$ cat config.mk
export PLATFORM = sky130hd
export DESIGN_NAME = stream_sel_arbiter
export DESIGN_NICKNAME = d
export VERILOG_FILES = /design/src/rtl/stream_pkg.sv /design/src/rtl/stream_sel_group.sv /design/src/rtl/stream_sel_arbiter.sv
export SDC_FILE = /design/constraint.sdc
export NUM_CORES = 1
export LEC_CHECK = 0
export ABC_AREA = 1
export CORE_UTILIZATION = 57
export CTS_CLUSTER_DIAMETER = 30
export DETAILED_ROUTE_END_ITERATION = 8
export GPL_ROUTABILITY_DRIVEN = 0
export HOLD_SLACK_MARGIN = 0.15
export PLACE_DENSITY = 0.92
export SLEW_MARGIN = 20
export SYNTH_ARGS = -nofsm -noshare
export SYNTH_HDL_FRONTEND = slang
export SYNTH_SLANG_ARGS = --single-unit
$ cat constraint.sdc
create_clock -name clk -period 3.7 [get_ports clk]
set_input_delay 0.74 -clock clk [delete_from_list [all_inputs] [get_ports clk]]
set_output_delay 0.74 -clock clk [all_outputs]
set_load 0.05 [all_outputs]
$ cat src/rtl/stream_pkg.sv
// Shared types and the round-robin pick function for the stream select arbiter.
// Group FSM states and the result of one round-robin search.
package stream_pkg;

    typedef enum logic [1:0] {
        ST_IDLE   = 2'd0,
        ST_GRANT  = 2'd1,
        ST_LOCKED = 2'd2
    } state_e;

    localparam int MAX_REQS  = 32;
    localparam int MAX_SEL_W = 5;

    typedef struct packed {
        logic                 found;
        logic [MAX_SEL_W-1:0] idx;
    } rr_pick_t;

    // First requester scanning ptr+1, ptr+2, ... modulo n: rotate, priority-encode, un-rotate.
    function automatic rr_pick_t rr_next(input logic [MAX_REQS-1:0] req,
                                         input int ptr,
                                         input int n);
        logic [MAX_REQS-1:0] rot;
        rr_pick_t            res;
        int                  j;
        rot = '0;
        res = '0;
        for (int k = 0; k < MAX_REQS; k++) begin
            if (k < n) begin
                j = ptr + 1 + k;
                if (j >= n) j = j - n;
                rot[k[MAX_SEL_W-1:0]] = req[j[MAX_SEL_W-1:0]];
            end
        end
        for (int k = 0; k < MAX_REQS; k++) begin
            if (!res.found && (k < n) && rot[k[MAX_SEL_W-1:0]]) begin
                j = ptr + 1 + k;
                if (j >= n) j = j - n;
                res.found = 1'b1;
                res.idx   = j[MAX_SEL_W-1:0];
            end
        end
        return res;
    endfunction

endpackage

$ cat src/rtl/stream_sel_group.sv
// One arbitration group: FSM, round-robin pointer and registered select.
module stream_sel_group
    import stream_pkg::*;
#(
    parameter int NUM_REQS  = 4,
    parameter int SEL_W     = 2,
    parameter bit LOCK_MODE = 1'b0
) (
    input  logic                clk,
    input  logic                reset,
    input  logic [NUM_REQS-1:0] i_req,
    input  logic [NUM_REQS-1:0] i_hs,
    input  logic [NUM_REQS-1:0] i_last,
    output logic [SEL_W-1:0]    o_sel,
    output logic                o_grant_valid,
    output logic                o_locked
);

    localparam int PAD = 1 << SEL_W;

    generate
        if (NUM_REQS > MAX_REQS || SEL_W > MAX_SEL_W) begin : g_bad_cfg
            $error("stream_sel_group: NUM_REQS exceeds MAX_REQS");
        end
    endgenerate

    state_e              r_state;
    state_e              w_state_nxt;
    logic [SEL_W-1:0]    r_sel, w_sel_nxt;
    logic [SEL_W-1:0]    r_ptr, w_ptr_nxt;
    logic                r_grant_valid, r_locked;

    // Padded to a power of two so indexing by r_sel never runs off the end.
    logic [PAD-1:0]      w_req, w_hs, w_last;
    logic [MAX_REQS-1:0] w_req_ext, w_req_excl;
    rr_pick_t            w_pick_all, w_pick_excl;
    logic                w_fire, w_sel_last, w_sel_req, w_term;

    assign w_req      = PAD'(i_req);
    assign w_hs       = PAD'(i_hs);
    assign w_last     = PAD'(i_last);
    assign w_req_ext  = MAX_REQS'(i_req);
    assign w_req_excl = w_req_ext & ~(MAX_REQS'(1) << r_sel);

    assign w_pick_all  = rr_next(w_req_ext, int'(r_ptr), NUM_REQS);
    assign w_pick_excl = rr_next(w_req_excl, int'(r_sel), NUM_REQS);

    assign w_fire     = w_hs[r_sel];
    assign w_sel_req  = w_req[r_sel];
    assign w_sel_last = !LOCK_MODE || w_last[r_sel];
    assign w_term     = (r_state != ST_IDLE) && w_fire && w_sel_last;

    always_comb begin
        // NOTE: every output of this block gets a default first, so no path holds a value and no latch is inferred.
        w_state_nxt = r_state;
        w_sel_nxt   = r_sel;
        w_ptr_nxt   = r_ptr;
        if (w_term) begin
            w_ptr_nxt = r_sel;
            if (w_pick_excl.found) begin
                w_sel_nxt   = w_pick_excl.idx[SEL_W-1:0];
                w_state_nxt = ST_GRANT;
            end else begin
                w_state_nxt = ST_IDLE;
            end
        end else begin
            case (r_state)
                ST_IDLE: begin
                    if (w_pick_all.found) begin
                        w_sel_nxt   = w_pick_all.idx[SEL_W-1:0];
                        w_state_nxt = ST_GRANT;
                    end
                end
                ST_GRANT: begin
                    if (w_fire) begin
                        w_state_nxt = ST_LOCKED;
                    end else if (!w_sel_req) begin
                        // Selected input withdrew before any beat moved: re-pick, pointer untouched.
                        if (w_pick_all.found) w_sel_nxt = w_pick_all.idx[SEL_W-1:0];
                        else                  w_state_nxt = ST_IDLE;
                    end
                end
                ST_LOCKED: ;
                default: w_state_nxt = ST_IDLE;
            endcase
        end
    end

    always_ff @(posedge clk) begin
        // NOTE: state registers use non-blocking assignments so every flop samples pre-edge values.
        if (reset) begin
            r_state       <= ST_IDLE;
            r_sel         <= '0;
            r_ptr         <= SEL_W'(NUM_REQS - 1);
            r_grant_valid <= 1'b0;
            r_locked      <= 1'b0;
        end else begin
            r_state       <= w_state_nxt;
            r_sel         <= w_sel_nxt;
            r_ptr         <= w_ptr_nxt;
            r_grant_valid <= (w_state_nxt != ST_IDLE);
            r_locked      <= (w_state_nxt == ST_LOCKED);
        end
    end

    assign o_sel         = r_sel;
    assign o_grant_valid = r_grant_valid;
    assign o_locked      = r_locked;

endmodule

$ cat src/rtl/stream_sel_arbiter.sv
// Registered many-to-few select generator for a stream switch: one round-robin group per output.
module stream_sel_arbiter
    import stream_pkg::*;
#(
    parameter int NUM_INPUTS  = 4,
    parameter int NUM_OUTPUTS = 1,
    parameter int NUM_LANES   = 1,
    parameter bit LOCK_MODE   = 1'b0,
    localparam int NUM_REQS     = (NUM_INPUTS + NUM_OUTPUTS - 1) / NUM_OUTPUTS,
    localparam int LOG_NUM_REQS = $clog2(NUM_REQS),
    localparam int SEL_W        = (LOG_NUM_REQS > 0) ? LOG_NUM_REQS : 1
) (
    input  logic                                  clk,
    input  logic                                  reset,
    input  logic [NUM_INPUTS-1:0][NUM_LANES-1:0]  valid_in,
    input  logic [NUM_INPUTS-1:0][NUM_LANES-1:0]  ready_in,
    input  logic [NUM_INPUTS-1:0]                 last_in,
    output logic [NUM_OUTPUTS-1:0][SEL_W-1:0]     sel_out,
    output logic [NUM_OUTPUTS-1:0]                grant_valid,
    output logic [NUM_OUTPUTS-1:0]                locked
);

    localparam int TOTAL = NUM_OUTPUTS * NUM_REQS;

    logic [TOTAL-1:0] w_req, w_hs, w_last;

    generate
        if (NUM_INPUTS <= NUM_OUTPUTS) begin : g_bad_cfg
            $error("stream_sel_arbiter: NUM_INPUTS must exceed NUM_OUTPUTS");
        end

        // Slots past the last real input are tied off so they never request.
        for (genvar ii = 0; ii < TOTAL; ii++) begin : g_in
            if (ii < NUM_INPUTS) begin : g_real
                assign w_req[ii]  = |valid_in[ii];
                assign w_hs[ii]   = |(valid_in[ii] & ready_in[ii]);
                assign w_last[ii] = last_in[ii];
            end else begin : g_pad
                assign w_req[ii]  = 1'b0;
                assign w_hs[ii]   = 1'b0;
                assign w_last[ii] = 1'b0;
            end
        end

        for (genvar gi = 0; gi < NUM_OUTPUTS; gi++) begin : g_grp
            stream_sel_group #(
                .NUM_REQS  (NUM_REQS),
                .SEL_W     (SEL_W),
                .LOCK_MODE (LOCK_MODE)
            ) u_group (
                .clk           (clk),
                .reset         (reset),
                .i_req         (w_req[gi*NUM_REQS +: NUM_REQS]),
                .i_hs          (w_hs[gi*NUM_REQS +: NUM_REQS]),
                .i_last        (w_last[gi*NUM_REQS +: NUM_REQS]),
                .o_sel         (sel_out[gi]),
                .o_grant_valid (grant_valid[gi]),
                .o_locked      (locked[gi])
            );
        end
    endgenerate

endmodule

==> out/results.ini, run 1 <==
[setup_path]
end_kind=register
path_max_fanout=13
arrival_ns=2.59
r2r_cells=13
r2r-start=g_grp[0].u_group.r_ptr[0]
reg2reg_slack_ns=1.24
rr_endpoint=g_grp[0].u_group.o_grant_valid
worstPathRequired_ns=3.84
startpoint_type=register
crit_type=reg2reg

[logic_synthesis]
yosys_warnings=0
syn_nets=233
synth_top_area_cell=nand2_1
yosysSeqAreaShare_pct=12.8
synth.avg_cell_area_um2=6.04
netlist.area_leader.share_pct=19.5
synthTopCellsByArea=nand2_1 20%, dfxtp_1 13%, ha_1 12%, nand3_1 12%, nand3_2 7.2%
netlist_instances=207
synthDistinctLibCells=26
synth_area_mm2=0.00125
ys_seq_elements=8

[finish]
layout_commonest_cell=nand2_1
area_growth_syn_to_layout_pct=10.7
num_antenna_cells=0
layout.cells.most_common_list=65 x nand2_1, 30 x nand3_1, 17 x inv_1
nets=246
drive_above_1_share_pct=16.1
nFillCells=184

[pwr]
power_density_mw_per_mm2=803
p_leak_nw=0.712
power_mw=1.11
ir_drop_uv=500

[floorplan]
core_mm2=0.00200
start_util_pct=62.4
ios=18
die_x_um=48.8
die_y_um=48.8
rows=16
dieArea_mm2=0.00238

[sta]
tightest_slew_ns=0.501
finalMaxSlewViolations=0
fin_worst_skew_ns=0.00483
grt_setup_unrepaired=no
fmax_mhz=407
setup_violations=0
post-route-min-period_ns=2.46
hold_viol=0
relSlewSlack_pct=66.5
post-route-period-util_pct=66.4
finalSetupTns_ns=0
holdWs_ns=0.508

[routing]
wl_um=2610
wl_per_cell_um=10.7
drt_iter0_drc=39
num_vias=1325
route.detailed.drc=0
drtPass1Iterations=4
via_per_inst=5.41
ant_nets=0

[clocking]
cts_buffer_depth=2
clk-insertion-delay-late_ns=0.25
cts_made_buffers=3
postCtsResizedCells=0
path_clk_slew_ns=0.06
postCtsHoldBufs=0
post_cts_buffers=0
root_buffer=clkbuf_4
clock-sinks=8
htreeDepth=1
tritoncts=done

[hold_path]
whs_endpoint=g_grp[0].u_group.r_state[1]
min_path_cells=2
hp-class=reg2reg
hold_start=g_grp[0].u_group.r_state[1]

[global_routing]
grt.total_usage_pct=24.1
grt_max_degree=18
overflow=0
grt_pass1_vias=1127
antenna_found_initial=0
grt_pass1_wl_um=4610

[run]
cap_violations=0

[placement]
place_hpwl_um=1970
io_buffers=13

[run_status]
outcome=completed

metrics by stage:
| stage | setup slack (ns) | std cells | util, % | instance area, um^2 |
|---|---|---|---|---|
| 6_report | 1.24 | 245 | 69.1 | 1380 |
| 3_3_place_gp | 1.02 | 242 | 68.0 | 1360 |
| 2_1_floorplan | 1.23 | 207 | - | 1250 |
| 3_5_place_dp | 1.02 | 242 | 68.0 | 1360 |
| 4_1_cts | 1.28 | 245 | 69.1 | 1380 |
| 5_1_grt | 1.01 | 245 | 69.1 | 1380 |
critical path: stages (launching register included):
cell and delay (ns):
dfxtp_1 0.57, inv_4 0.15, ha_1 0.49, inv_2 0.09, nand2_1 0.08, nand2_1 0.12, nand2_1 0.10, nand2_2 0.07
nand3_2 0.08, nand3_2 0.07, nor2_1 0.13, o21ai_0 0.10, a21oi_1 0.18, o22ai_1 0.09
flip-flops by register name (all words and copies together), names as in the netlist:
register                     count
g_grp.u_group.o_sel              2
g_grp.u_group.r_ptr              2
g_grp.u_group.o_grant_valid      1
g_grp.u_group.o_locked           1
g_grp.u_group.r_state            2
cell usage after synthesis:
library cell  number
nand2_1           65
nand3_1           30
inv_1             17
nor2_1            16
ha_1              12
nand3_2            9
dfxtp_1            8
nand2_2            7
o21ai_0            6
a21oi_1            5
buf_6              4
inv_2              4
nor2_2             4
nand4_1            3
o21ai_1            3
buf_4              2
nand3b_1           2
nor2_4             2
a21oi_2            1
a22oi_1            1
clkinv_2           1
inv_4              1
nand2_4            1
o211ai_1           1
o21ai_2            1
o22ai_1            1
metal layers:
metal  up-vias  track usage [%]  part of all wire, %
met5         -                0                    0
met4         0             8.82                 0.80
met3         2             1.25                  5.6
met2        46             38.7                   42
met1       584             33.9                   52
li1        693                -                    -
kinds of logic after synthesis:
group                      Yosys count  share of synthesized area [%]
and+or+nand+nor                    139                           54.5
buffers and inverters               29                           12.0
adders and majority gates           12                           12.0
AOI/OAI and AO/OA                   19                           8.71
DFF                                  8                           12.8
power by group:
group	leakage [nW]	switching, mW	internal [mW]	total [mW]
registers	0.0659	0.0238	0.109	0.133
logic	0.632	0.604	0.307	0.911
clock network	0.0138	0.0298	0.0371	0.0669
layout make-up:
class,instances,area (um^2),area share [%]
multi-input combinational,170,940,67.9
inverter,23,90.1,6.51
timing repair buffer,14,138,9.95
clock buffer,3,22.5,1.63
sequential,8,160,11.6
tap,27,33.8,2.44
worst max path at each step:
| stage | from | end | slack (ns) | cells past startpoint |
|---|---|---|---|---|
| 5_1_grt | g_grp[0].u_group.r_ptr[0] | g_grp[0].u_group.o_sel[1] | 1.01 | 14 |
| 2_1_floorplan | g_grp[0].u_group.o_sel[0] | g_grp[0].u_group.o_sel[0] | 1.23 | 15 |
| 4_1_cts | valid_in[3] | g_grp[0].u_group.o_sel[0] | 1.28 | 12 |
| 3_3_place_gp | valid_in[3] | g_grp[0].u_group.o_sel[0] | 1.02 | 12 |
| 3_5_place_dp | valid_in[3] | g_grp[0].u_group.o_sel[0] | 1.02 | 12 |
| 6_report | g_grp[0].u_group.r_ptr[0] | g_grp[0].u_group.o_grant_valid | 1.24 | 13 |
(Power assumes the default switching activity.)
==> run 2: changes to the inputs <==
--- a/config.mk
+++ b/config.mk
@@ -6,12 +6,12 @@
 export NUM_CORES = 1
 export LEC_CHECK = 0
 export ABC_AREA = 1
-export CORE_UTILIZATION = 57
+export CORE_UTILIZATION = 49
 export CTS_CLUSTER_DIAMETER = 30
 export DETAILED_ROUTE_END_ITERATION = 8
 export GPL_ROUTABILITY_DRIVEN = 0
 export HOLD_SLACK_MARGIN = 0.15
-export PLACE_DENSITY = 0.92
+export PLACE_DENSITY = 0.85
 export SLEW_MARGIN = 20
 export SYNTH_ARGS = -nofsm -noshare
 export SYNTH_HDL_FRONTEND = slang
==> constraint.sdc (replaced) <==
create_clock -name clk -period 2 [get_ports clk]
set_input_delay 0.4 -clock clk [delete_from_list [all_inputs] [get_ports clk]]
set_output_delay 0.4 -clock clk [all_outputs]
set_load 0.05 [all_outputs]
==> out/results.ini, run 2 (synthesized netlist as in run 1, its figures left out) <==
[run_status]
outcome=completed

[sta]
tightest_slew_ns=0.510
finalSetupTns_ns=0
relSlewSlack_pct=65.9
postLayoutSetupSlackWorst_ns=0.0453
finalMaxSlewViolations=0
post-route-period-util_pct=97.7
grt_setup_unrepaired=yes
fin_worst_skew_ns=0.00869
post-route-min-period_ns=1.95
fmax_mhz=512
setup_violations=0
holdWs_ns=0.572
hold_viol=0

[floorplan]
core_mm2=0.00230
rows=17
start_util_pct=54.4
die_y_um=52.5
dieArea_mm2=0.00276
die_x_um=52.5
ios=18

[routing]
via_per_inst=5.38
drtPass1Iterations=4
drt_iter0_drc=45
wl_per_cell_um=12.9
num_vias=1459
route.detailed.drc=0
ant_nets=0
wl_um=3500

[run]
cap_violations=0

[pwr]
power_density_mw_per_mm2=1550
seq_power_share_pct=9.4
power_mw=2.66
power_frac_clock_pct=5.2
ir_drop_uv=1040
pwr-share-comb_pct=85.4
switching_share_pct=56.1
p_int_mw=1.17
switching_power_mw=1.49
p_leak_nw=0.864

[finish]
final_cells=271
layout_commonest_cell=nand2_1
drive_above_1_share_pct=34.2
num_antenna_cells=0
nets=270
utilization_pct=74.7
area_growth_syn_to_layout_pct=37.2
layout.cells.most_common_list=61 x nand2_1, 29 x nand3_1, 27 x buf_4
final_cell_area_mm2=0.00172

[global_routing]
overflow=0
grt.total_usage_pct=23.5
grt_pass1_vias=1241
grt_max_degree=12
antenna_found_initial=0
grt_pass1_wl_um=4950

[setup_path]
arrival_ns=2.16
end_kind=register
worstPathRequired_ns=2.20
r2r-start=g_grp[0].u_group.o_sel[0]
crit_type=reg2reg
startpoint_type=register
rr_endpoint=g_grp[0].u_group.o_sel[0]
reg2reg_slack_ns=0.05
r2r_cells=12
path_max_fanout=7

[hold_path]
min_path_cells=2
hp-class=reg2reg
whs_endpoint=g_grp[0].u_group.r_ptr[1]
hold_start=g_grp[0].u_group.r_ptr[1]

[clocking]
clk-insertion-delay-late_ns=0.26
clock-sinks=8
postCtsHoldBufs=0
cts_buffer_depth=2
cts_made_buffers=3
htreeDepth=1
tritoncts=done
path_clk_slew_ns=0.06
root_buffer=clkbuf_4

[placement]
io_buffers=13
placed_area_mm2=0.00152
dp_cells=260
pre_cts_ws_ns=-0.119
place_hpwl_um=2260

[run 2: worst max-delay path: stages (launching register included)]
cell	delay (ns)
dfxtp_4	0.36
buf_4	0.18
ha_4	0.18
inv_2	0.07
nand3_1	0.12
nand3_1	0.12
nand3_2	0.15
buf_4	0.18
inv_1	0.06
a21oi_1	0.05
o21ai_0	0.24
nor2_2	0.08
nor2_2	0.09
[run 2: worst max-delay path by stage]
stage                              start                   endpoint  depth (start not counted)
2_1_floorplan  g_grp[0].u_group.r_ptr[0]  g_grp[0].u_group.o_sel[0]                         15
3_3_place_gp                 valid_in[3]  g_grp[0].u_group.o_sel[0]                         11
3_5_place_dp                 valid_in[3]  g_grp[0].u_group.o_sel[0]                         12
4_1_cts        g_grp[0].u_group.r_ptr[0]  g_grp[0].u_group.o_sel[0]                         15
5_1_grt        g_grp[0].u_group.o_sel[1]  g_grp[0].u_group.o_sel[0]                         15
6_report       g_grp[0].u_group.o_sel[0]  g_grp[0].u_group.o_sel[0]                         12
[run 2: area by class of cell]
type,count,area [um^2]
tap,28,35.0
fill,174,582
clock buffer,4,26.3
timing repair buffer,38,318
inverter,23,105
multi-input combinational,170,1060
sequential,8,173
[run 2: power by group through the flow]
stage | sequential, mW | clock [mW] | combinational [mW]
finish | 0.250 | 0.137 | 2.27
CTS | 0.236 | 0.142 | 1.84
global route | 0.256 | 0.149 | 2.49
floorplan | 0.315 | 0 | 1.40
global placement | 0.237 | 0 | 1.80
detailed placement | 0.240 | 0 | 1.83
[run 2: routing by layer]
metal | vias to the layer above | track usage [%] | wire length [um] | part of all wire, %
met5 | - | 0 | 0 | 0
met4 | 0 | 6.58 | 24 | 0.69
met3 | 2 | 1.16 | 237 | 6.8
met2 | 63 | 39.0 | 1620 | 46
met1 | 649 | 32.4 | 1620 | 46
li1 | 745 | - | - | -
[run 2: what timing repair did]
| action | CTS | global route |
|---|---|---|
| endpoints found under the setup margin | 0 | 4 |
| gates resized for setup | 0 | 36 |
| buffers inserted | 0 | 7 |
